--- src/rtl/main_ram_axil.sv ---
`default_nettype none
// +-----------------------------------------------------------------------------+
// | main_ram_axil : AXI4-Lite read-only port onto a word RAM, plus backdoor write |
// | Define MAIN_RAM_AXIL_ADDR_CHECK_EN to answer out-of-range reads with SLVERR.  |
// | Revision 1.0                                                                  |
// +-----------------------------------------------------------------------------+

module main_ram_axil #(
   parameter int DATA_WIDTH   = 32,
   parameter int DEPTH        = 32,
   parameter int ADDR_WIDTH   = 32,
   parameter int READ_LATENCY = 1
) (
   input  logic                     clk,
   input  logic                     rst_n,
   input  logic                     write_en,
   input  logic [$clog2(DEPTH)-1:0] write_addr,
   input  logic [DATA_WIDTH-1:0]    write_data,
   input  logic [ADDR_WIDTH-1:0]    ARADDR,
   input  logic                     ARVALID,
   output logic                     ARREADY,
   output logic [DATA_WIDTH-1:0]    RDATA,
   output logic [1:0]               RRESP,
   output logic                     RVALID,
   input  logic                     RREADY
);

   localparam int IDX_W = $clog2(DEPTH);
   localparam int OFFS  = $clog2(DATA_WIDTH / 8);
   localparam int CNT_W = 4;
   localparam logic [CNT_W-1:0] LAT_M1  = CNT_W'(READ_LATENCY - 1);
   localparam logic [CNT_W-1:0] CNT_ONE = CNT_W'(1);

   typedef enum logic [1:0] {
      IDLE = 2'd0,
      WAIT = 2'd1,
      RESP = 2'd2
   } state_t;

   state_t state, next_state;

   logic [DATA_WIDTH-1:0] mem [DEPTH];
   logic [CNT_W-1:0]      cnt;
   logic [IDX_W-1:0]      addr_q;
   logic                  oor_q;
   logic [IDX_W-1:0]      ar_idx;
   logic                  ar_oor;
   logic [IDX_W-1:0]      rd_idx;
   logic                  rd_oor;
   logic                  enter_resp;
   logic                  unused_addr_bits;

   assign ar_idx = ARADDR[OFFS +: IDX_W];

`ifdef MAIN_RAM_AXIL_ADDR_CHECK_EN
   assign ar_oor = |ARADDR[ADDR_WIDTH-1:OFFS+IDX_W];
`else
   assign ar_oor = 1'b0;
`endif

   assign unused_addr_bits = ^{ARADDR[OFFS-1:0], ARADDR[ADDR_WIDTH-1:OFFS+IDX_W]};

   // With a latency of one, RESP is entered on the handshake edge itself, so the
   // address has to come straight from the bus instead of the capture register.
   assign rd_idx = (state == IDLE) ? ar_idx : addr_q;
   assign rd_oor = (state == IDLE) ? ar_oor : oor_q;

   assign ARREADY    = (state == IDLE);
   assign RVALID     = (state == RESP);
   assign enter_resp = (state != RESP) && (next_state == RESP);

   always_ff @(posedge clk or negedge rst_n) begin
      if (!rst_n) begin
         state <= IDLE;
      end else begin
         state <= next_state;
      end
   end

   always_comb begin
      next_state = state;
      case (state)
         IDLE: begin
            if (ARVALID) begin
               next_state = (READ_LATENCY == 1) ? RESP : WAIT;
            end
         end
         WAIT: begin
            if (cnt == CNT_ONE) begin
               next_state = RESP;
            end
         end
         RESP: begin
            if (RREADY) begin
               next_state = IDLE;
            end
         end
         default: next_state = IDLE;
      endcase
   end

   always_ff @(posedge clk or negedge rst_n) begin
      if (!rst_n) begin
         cnt    <= '0;
         addr_q <= '0;
         oor_q  <= 1'b0;
         RDATA  <= '0;
         RRESP  <= 2'b00;
      end else begin
         if (state == IDLE && ARVALID) begin
            addr_q <= ar_idx;
            oor_q  <= ar_oor;
            cnt    <= LAT_M1;
         end else if (state == WAIT) begin
            cnt <= cnt - CNT_ONE;
         end
         // Memory is sampled before this edge's backdoor write lands.
         if (enter_resp) begin
            RDATA <= rd_oor ? '0 : mem[rd_idx];
            RRESP <= rd_oor ? 2'b10 : 2'b00;
         end
      end
   end

   always_ff @(posedge clk) begin
      if (rst_n && write_en) begin
         mem[write_addr] <= write_data;
      end
   end

endmodule

`default_nettype wire
--- config.mk ---
export PLATFORM = sky130hd
export DESIGN_NAME = main_ram_axil
export DESIGN_NICKNAME = d
export VERILOG_FILES = /design/src/rtl/main_ram_axil.sv
export SDC_FILE = /design/constraint.sdc
export NUM_CORES = 1
export LEC_CHECK = 0
export CORE_MARGIN = 2
export CORE_UTILIZATION = 49
export DETAILED_ROUTE_END_ITERATION = 10
export PLACE_DENSITY = 0.66
export REMOVE_ABC_BUFFERS = 1
export SLEW_MARGIN = 25
export SYNTH_ARGS = -nofsm -noshare
export SYNTH_HDL_FRONTEND = slang
export SYNTH_SLANG_ARGS = --single-unit
export TNS_END_PERCENT = 30
--- constraint.sdc ---
create_clock -name clk -period 2.6 [get_ports clk]
set_clock_uncertainty 0.15 [all_clocks]
set_input_delay 0.26 -clock clk [delete_from_list [all_inputs] [get_ports clk]]
set_output_delay 0.26 -clock clk [all_outputs]
set_load 0.05 [all_outputs]
Word-level counts from Yosys, hierarchy flattened. Memories as Yosys holds them, arrays and structs flattened. A register that Yosys moved wholly into a read port is not among the register bits. Index checks and enable logic that the tools add are counted. W data, S select, Z words.

Bits in registers: 11. RAM bits: 1024. Output and inout port bits: 36. Memories: 1.

Add/subtract/negate cells: 1. Equal/unequal tests: 5. Muxes and demuxes: 9. Reduce and logical (&&, ||, !) cells: 6.

Memory list: mem (words 32, width 32, read ports 1, clocked after Yosys merged registers in 1, wr ports 1, line 42) `logic [DATA_WIDTH-1:0] mem [DEPTH];`.

Operators by type and width (number): $mux W4 (2); $mux W2 (3); $pmux W2 S3 (1); $mux W5 (1); $eq A2 B2 Y1 const B (2); $eq A4 B1 Y1 const B (1); $sub A4 B1 Y4 const B (1); $logic_and A1 B1 Y1 (3); $eq A2 B1 Y1 const B (1); $logic_not A2 Y1 (1); $mux W1 (2); $ne A2 B2 Y1 const B (1); $reduce_bool A2 Y1 (1); $logic_not A1 Y1 (1).

Depth between registers and ports, before layout. Gate-level depths: netlist of the first run.

Word-level depth: 5. Mapped depth: 11.

Worst setup path after synthesis of the first run. No wires, ideal clock.

Kind: input -> register. Start point: in write_addr[1]. End point: mem mem[12][0], enable pin. Arrival: 2177 ps. Setup slack: -148 ps. Stages: 3. Cell sequence: or3_1 clkbuf_1 nor2_1.

RTL lines: from (decl) (line 17) `input logic [$clog2(DEPTH)-1:0] write_addr,`; to (decl) (line 42).

Straight into the memory's write port.

Final worst setup path of the first run.
Start point: reg state[0]. End point: reg RDATA[29], read port of mem.

Longest elaborated chain between the ends: 4. Elaborated cells on any way between the ends: 11.

Ends and longest elaborated chain: from (decl) (line 40) `state_t state, next_state;`; from (signal assigned) (line 76) `state <= next_state;`; $eq A2 B2 Y1 (tied with other cells) (line 82) `case (state)`; $pmux W2 S3 (line 82); $eq A2 B2 Y1 (line 70) `assign enter_resp = (state != RESP) && (next_state == RESP);`; $logic_and A1 B1 Y1 (line 70); to (decl) (line 22) `output logic [DATA_WIDTH-1:0] RDATA,`.

Several ways; a longest one is shown, not always the timed one. A chain may end at the register's enable or synchronous reset.

==> summary.txt, run 1 <==
Setup path
  – CP endpoint kind: register
  – Crit start category: register
  – Max incr delay on CP: 0.51 ns
  – Most frequent CP cell: buf_12
  – WP data required: 2.97 ns
  – Crit Path Category: register to register
  – Critical path's slowest cell: mux4_2
  – Worst endpoint data arrival time: 2.94 ns
  – Max FO, Critical Path: 7
  – Critical-path cell list: buf_4, o21a_4, nor2_8, buf_12, buf_12, clkbuf_16, mux4_2, a22oi_1, nand4_1

Routing
  – First-pass iteration count of the detailed router: 5
  – DRT iter0 DRCs: 2775
  – Drt drc: 0
  – WL/cell: 29.3 µm
  – Via count: 23000
  – DRT antenna net count: 0
  – Drt total wl: 108000 µm
  – Post-DR vias/cell: 6.28

Clock tree
  – CTS H-tree lvls: 3
  – CTS buffer count: 106
  – Clock sink count: 1067
  – Clk buf depth: 3
  – Clk root buf: clkbuf_16
  – Clock Latency Late Sink: 0.67 ns
  – CTS tree: yes
  – Clock slew at reported path FFs: 0.06 ns

STA
  – Final worst-path cycle share: 99.1%
  – Final setup viols: 0
  – Slew Limit Fails: 0
  – RSZ-0062 raised after global routing: yes
  – Slew HR: 33.8%
  – Setup TNS: 0 ns
  – Fin. Hold Viols: 0
  – FMAX: 0.388 GHz
  – Post-route minimum period: 2.58 ns
  – Hold WS: 0.141 ns
  – Measured slew at the worst slew-check pin: 0.990 ns

Global route
  – First-pass GRT wire length: 153000 µm
  – Initial antenna violation count: 0
  – Pin count of the biggest net entering global routing: 66
  – Gr ovfl total: 0
  – Total global-route track usage: 24.6%
  – Number of global-route vias before repair: 22900

Synthesis
  – Avg Cell Area, Syn: 18.7 µm²
  – Leading area contributor after synthesis: edfxtp_1
  – Synthesized area: 41100 µm²
  – Register bit total from synthesis: 1067
  – Post-Synth Adder-Cell Area: 0.0609%
  – XOR/XNOR Fraction of Synth Area: 0%
  – Synth unique cells: 57
  – Async SR Flop Fraction: 4.03%
  – Compound-gate portion of the synthesized area: 5.07%
  – Synth Area in Simple Gates: 3.97%
  – Post-synthesis mux area share: 11.4%
  – Post-synth EDFFs: 1024
  – Synthesized instance count: 2194
  – Synth area leaders: edfxtp_1, mux2i_1, mux4_2
  – Sequential-to-total area share from yosys stat: 77.4%
  – Synth Warn #: 0
  – Largest family of logic cells by synthesized area: multiplexers
  – Yosys top cell area share: 74.8%
  – Synth Flop Type: edfxtp_1

Layout
  – Fillers: 5887
  – Area delta synth->final: 21.0%
  – # diodes: 0
  – Core Util, Final: 59.7%
  – # nets final: 2575
  – Layout cell share with drive strength beyond 1: 21.4%
  – Final Cell Area: 49700 µm²

Place
  – Gp weighted congestion: 0.792
  – Area after DPL: 45400 µm²
  – Post-DP HPWL: 58600 µm
  – Port buffer count: 80

Power
  – Total power: 42.0 mW
  – Lkg Pwr: 17.1 nW
  – Peak VDD IR: 0.556 mV
  – PwrDens: 845 nW/µm²

Floorplanning
  – I/O pin total: 110
  – # rows: 106
  – Initial core utilization: 49.3%
  – Die height: 294 µm
  – Core footprint: 83300 µm²
  – Die Footprint: 86200 µm²
  – Die W: 294 µm

Run status
  – Status: completed

Worst hold path
  – Hold/Removal Path Class: input pin to register

Run
  – Reported max-cap violation count: 0
-- layout by cell type, fill, tap and decap left out, drive strengths merged, types with 63 or more instances in the layout --
| master | count |
|---|---|
| nand2 | 143 |
| clkdlybuf4s50 | 74 |
| edfxtp | 1024 |
| buf | 242 |
| mux2i | 317 |
| clkbuf | 155 |
| mux4 | 63 |
| nand3 | 100 |
| o221ai | 64 |
-- registers in the layout, summed over array words and instances (netlist names) --
register,count
cnt,4
state,2
addr_q,5
mem,1024
RDATA,32
-- final timing paths --
| kind | end | start | slack, ns | depth (start not counted) |
|---|---|---|---|---|
| max | RDATA[29] | state[0] | 0.02 | 9 |
| max in group asynchronous | RDATA[11] | rst_n | 1.28 | 3 |
| min reg2reg | cnt[1] | cnt[1] | 0.37 | 2 |
| min in group asynchronous | RDATA[8] | rst_n | 0.41 | 3 |
| max reg2reg | RDATA[29] | state[0] | 0.02 | 9 |
| min | addr_q[0] | ARADDR[2] | 0.14 | 2 |
-- cell families (layout without fill, tap and decap cells) --
group                    count (synthesis)  in the layout
AO/OA/AOI/OAI                          253            253
adder cells (fa/ha/maj)                  2              2
buffers and inverters                  139            535
flip-flops                            1067           1067
multiplexers                           387            387
other                                    1              2
AND/OR/NAND/NOR                        345            345
-- synthesized netlist by cell type, types with 2 or more instances --
| library cell | n |
|---|---|
| dfrtp_1 | 43 |
| nand2_1 | 143 |
| nor3_1 | 2 |
| o221ai_1 | 64 |
| a32oi_1 | 2 |
| or3b_2 | 2 |
| ha_1 | 2 |
| o31ai_2 | 2 |
| nand3b_1 | 4 |
| nor3b_1 | 3 |
| mux2_4 | 2 |
| buf_6 | 15 |
| a22o_1 | 2 |
| mux2_2 | 5 |
| nor2b_1 | 3 |
| mux2i_1 | 317 |
| a31oi_1 | 33 |
| buf_2 | 35 |
| mux4_2 | 63 |
| buf_4 | 27 |
| inv_1 | 5 |
| or2_1 | 2 |
| o21ai_1 | 2 |
| nand4_1 | 33 |
| clkbuf_1 | 44 |
| a21oi_1 | 5 |
| o211ai_1 | 2 |
| edfxtp_1 | 1024 |
| a22oi_1 | 62 |
| buf_8 | 4 |
| o21ai_2 | 2 |
| a222oi_1 | 62 |
| or3_1 | 3 |
| nand3_1 | 100 |
| buf_1 | 7 |
| nor2_1 | 40 |
| o21ai_0 | 8 |
-- per-stage QoR --
stage	worst slack, ns	std cells
2_1_floorplan	-5.01	2062
3_3_place_gp	-0.376	3423
3_5_place_dp	-0.444	3423
4_1_cts	-0.00856	3637
5_1_grt	-0.0775	3671
6_report	0.0241	3671
-- layout make-up --
type / count / area (µm²) / share of cell area [%]
multi-input cells: 989 / 8880 / 17.9
clock buffers: 148 / 3050 / 6.13
clock inverters: 52 / 503 / 1.01
well taps: 1080 / 1350 / 2.72
repair buffers: 329 / 4090 / 8.22
flip-flops and latches: 1067 / 31800 / 64.0
inverters: 6 / 23.8 / 0.0478
-- timing repair --
action,4_1_cts,5_1_grt
endpoints found under the hold margin,44,96
setup buffers,11,21
pin swaps,5,44
gates resized for setup,8,44
endpoints found under the setup margin,33,32
hold buffers,2,3
cloned,1,10
-- worst max-delay path, delay by kind of cell (launching register included) --
kind | cells | cell delay [ns]
AO/OA/AOI/OAI | 2 | 0.43
buffers and inverters | 4 | 0.61
flip-flops | 1 | 0.42
multiplexers | 1 | 0.51
AND/OR/NAND/NOR | 2 | 0.28
-- routing by layer --
layer | vias up | wire [µm] | GRT usage, %
met5 | - | 0 | 0
met4 | 0 | 3310 | 7.35
met3 | 208 | 9750 | 4.03
met2 | 1213 | 52000 | 40.7
met1 | 12000 | 42600 | 33.8
li1 | 9640 | - | -
-- power by group --
| part | switching, mW | internal (mW) | leakage, nW |
|---|---|---|---|
| Combinational | 4.11 | 3.01 | 5.57 |
| Sequential | 0.345 | 19.2 | 9.74 |
| Clock | 6.31 | 9.06 | 1.74 |
No activity file was read; power rests on OpenSTA's default activity.
==> run 2: changes to the inputs <==
--- a/config.mk
+++ b/config.mk
@@ -8,7 +8,7 @@
 export CORE_MARGIN = 2
 export CORE_UTILIZATION = 49
 export DETAILED_ROUTE_END_ITERATION = 10
-export PLACE_DENSITY = 0.66
+export PLACE_DENSITY = 0.64
 export REMOVE_ABC_BUFFERS = 1
 export SLEW_MARGIN = 25
 export SYNTH_ARGS = -nofsm -noshare
==> run 2 against run 1 <==
  * The flow now finishes with violations (setup timing)
  * Sequential power is essentially flat
  * Combinational power is essentially flat
  * First-iteration DRC count grew 7.5%
  * Via count shrank 1.0%
  * Clock-buffer cell count shrank 17
  * Final area is essentially flat
  * Final cell count grew 0.30%
  * Sequential cell count is the same
  * Critical path depth grew 2
==> summary.txt, run 2 (synthesized netlist as in run 1, its figures left out) <==
Worst hold path
  – Hold/Removal Path Class: input pin to register (unchanged)
  – Min-Delay Path Depth: 2 (unchanged)

Place
  – Port buffer count: 80 (unchanged)
  – Dpl ws: -0.275 ns (was -0.444 ns)
  – Gp weighted congestion: 0.805 (was 0.792)
  – Post-DP HPWL: 60500 µm (was 58600 µm)
  – Area after DPL: 45600 µm² (was 45400 µm²)

Routing
  – DRT iter0 DRCs: 2984 (was 2775)
  – Via count: 22800 (was 23000)
  – Drt drc: 0 (unchanged)
  – WL/cell: 29.5 µm (was 29.3 µm)
  – Post-DR vias/cell: 6.19 (was 6.28)
  – Drt total wl: 109000 µm (was 108000 µm)
  – First-pass iteration count of the detailed router: 5 (unchanged)
  – DRT antenna net count: 0 (unchanged)

Power
  – Peak VDD IR: 0.575 mV (was 0.556 mV)
  – PwrDens: 838 nW/µm² (was 845 nW/µm²)
  – Internal power: 30.9 mW (was 31.3 mW)
  – Net Sw Power: 10.7 mW (was 10.8 mW)
  – Total power: 41.7 mW (was 42.0 mW)
  – Combinational power share: 17.1% (was 16.9%)
  – Seq pwr share: 46.8% (was 46.5%)
  – Clock power frac: 36.0% (was 36.6%)
  – Net Sw Frac: 25.8% (was 25.6%)
  – Lkg Pwr: 17.1 nW (about the same)

Clock tree
  – Clock slew at reported path FFs: 0.06 ns (about the same)
  – Clk buf depth: 3 (unchanged)
  – Clock sink count: 1067 (unchanged)
  – CTS buffer count: 104 (was 106)
  – Clock Latency Late Sink: 0.67 ns (about the same)
  – CTS H-tree lvls: 3 (unchanged)
  – Clk root buf: clkbuf_16 (unchanged)
  – CTS tree: yes (unchanged)

Layout
  – Max reg flops: 1024 (unchanged)
  – Fillers: 6030 (was 5887)
  – Leading cell type in the layout, fill and taps excluded: edfxtp_1 (unchanged)
  – Final Cell Area: 49700 µm² (about the same)
  – # diodes: 0 (unchanged)
  – Area delta synth->final: 21.0% (about the same)
  – Most frequent cells in the layout: edfxtp_1, mux2i_1, buf_4 (was edfxtp_1, mux2i_1, nand2_1)
  – Biggest register: mem (unchanged)
  – Top flop regs: mem: 1024 flops, RDATA: 32 flops, addr_q: 5 flops (unchanged)
  – # nets final: 2591 (was 2575)
  – Layout cell share with drive strength beyond 1: 21.6% (was 21.4%)
  – Core Util, Final: 59.7% (about the same)

STA
  – FMAX: 0.379 GHz (was 0.388 GHz)
  – Slew HR: 35.5% (was 33.8%)
  – RSZ-0062 raised after global routing: yes (unchanged)
  – Slew Limit Fails: 0 (unchanged)
  – Final WS setup: -0.0413 ns (was 0.0241 ns)
  – Setup TNS: -0.139 ns (was 0 ns)
  – Measured slew at the worst slew-check pin: 0.965 ns (was 0.990 ns)
  – Post-route minimum period: 2.64 ns (was 2.58 ns)
  – Final setup viols: 9 (was 0)
  – Fin. Hold Viols: 0 (unchanged)
  – Final worst-path cycle share: 102% (was 99.1%)

Global route
  – Gr ovfl total: 0 (unchanged)
  – Total global-route track usage: 25.0% (was 24.6%)
  – Number of global-route vias before repair: 22600 (was 22900)
  – First-pass GRT wire length: 155000 µm (was 153000 µm)
  – Pin count of the biggest net entering global routing: 49 (was 66)
  – Initial antenna violation count: 0 (unchanged)

Floorplanning
  – Die W: 294 µm (unchanged)
  – Core footprint: 83300 µm² (unchanged)
  – Initial core utilization: 49.3% (unchanged)
  – # rows: 106 (unchanged)
  – Die height: 294 µm (unchanged)
  – Die Footprint: 86200 µm² (unchanged)
  – I/O pin total: 110 (unchanged)

Setup path
  – WP data required: 3.05 ns (was 2.97 ns)
  – WP buf/inv: 5 (was 4)
  – Crit Path Category: register to register (unchanged)
  – Crit start category: register (unchanged)
  – Levels on crit path: 11 (was 9)
  – Most frequent CP cell: buf_6 (was buf_12)
  – Critical path's slowest cell: a222oi_1 (was mux4_2)
  – Cell family with most CP delay: buffers and inverters (unchanged)
  – Max incr delay on CP: 0.44 ns (was 0.51 ns)
  – Critical-path cell list: buf_6, buf_6, nor3b_4, nor2_8, buf_12, buf_16, buf_4, mux2i_1, a222oi_1, nand3_1, nand4_1 (was buf_4, o21a_4, nor2_8, buf_12, buf_12, clkbuf_16, mux4_2, a22oi_1, nand4_1)
  – Max FO, Critical Path: 18 (was 7)
  – CP endpoint kind: register (unchanged)
  – Worst endpoint data arrival time: 3.09 ns (was 2.94 ns)
  – Reg2Reg Depth: 11 (was 9)

Run
  – Reported max-cap violation count: 0 (unchanged)

Run status
  – Status: complete, but fails checks (was completed)
  – Violated checks: setup timing
-- run 2: cell count changes in the layout (fill, tap and decap cells not counted), sizes merged, moves of 2 or more --
| cell | previous run | this run |
|---|---|---|
| clkinvlp | 7 | 9 |
| buf | 242 | 259 |
| clkbuf | 155 | 135 |
| clkdlybuf4s50 | 74 | 76 |
| clkinv | 35 | 42 |
| bufbuf | 0 | 2 |
-- run 2: per-layer routing --
layer	wire length, µm	global-route usage, %	up-vias
met3	10100	4.39	170
met2	52100	40.5	1183
met5	0	0	-
met4	3120	7.84	0
met1	43300	34.9	11800
li1	-	-	9680
-- run 2: worst paths after layout --
path | startpoint | endpoint | slack (ns)
setup / recovery | state[1] | RDATA[8] | -0.04
hold / removal | ARADDR[2] | addr_q[0] | 0.15
setup reg to reg | state[1] | RDATA[8] | -0.04
hold reg to reg | cnt[1] | cnt[1] | 0.36
max in group asynchronous | rst_n | RDATA[30] | 1.11
min in group asynchronous | rst_n | RDATA[26] | 0.30
-- run 2: through the flow --
stage	hold WS [ns]	instances
after global routing	0.167	3682
after detailed placement	0.0380	3446
after global placement	0.0366	3446
after floorplan	-0.186	2062
final	0.151	3682
after CTS	0.128	3657
-- run 2: layout make-up --
class                           instances  area [µm²]  share of cell area, %
Sequential cell                      1067       31800                   64.0
Multi-Input combinational cell        990        8890                   17.9
Timing Repair Buffer                  346        4210                   8.46
Clock buffer                          131        2840                   5.71
Tap cell                             1080        1350                   2.72
Clock inverter                         62         579                   1.17
Inverter                                6        25.0                 0.0503
-- run 2: power by group through the flow --
stage          sequential (mW)  clock, mW  combinational [mW]
4_1_cts                   19.5       15.2                6.81
5_1_grt                   19.5       15.9                7.48
3_3_place_gp              19.9          0                6.54
2_1_floorplan             20.6          0                3.40
6_report                  19.5       15.0                7.13
3_5_place_dp              19.9          0                6.63
-- run 2: what timing repair did --
action                     4_1_cts  5_1_grt
hold buffers                     3        1
cloned                           2        5
setup buffers                   13       19
hold endpoints to repair        17       32
resized for setup                8       45
pin swaps                       15       43
setup endpoints to repair       33       32
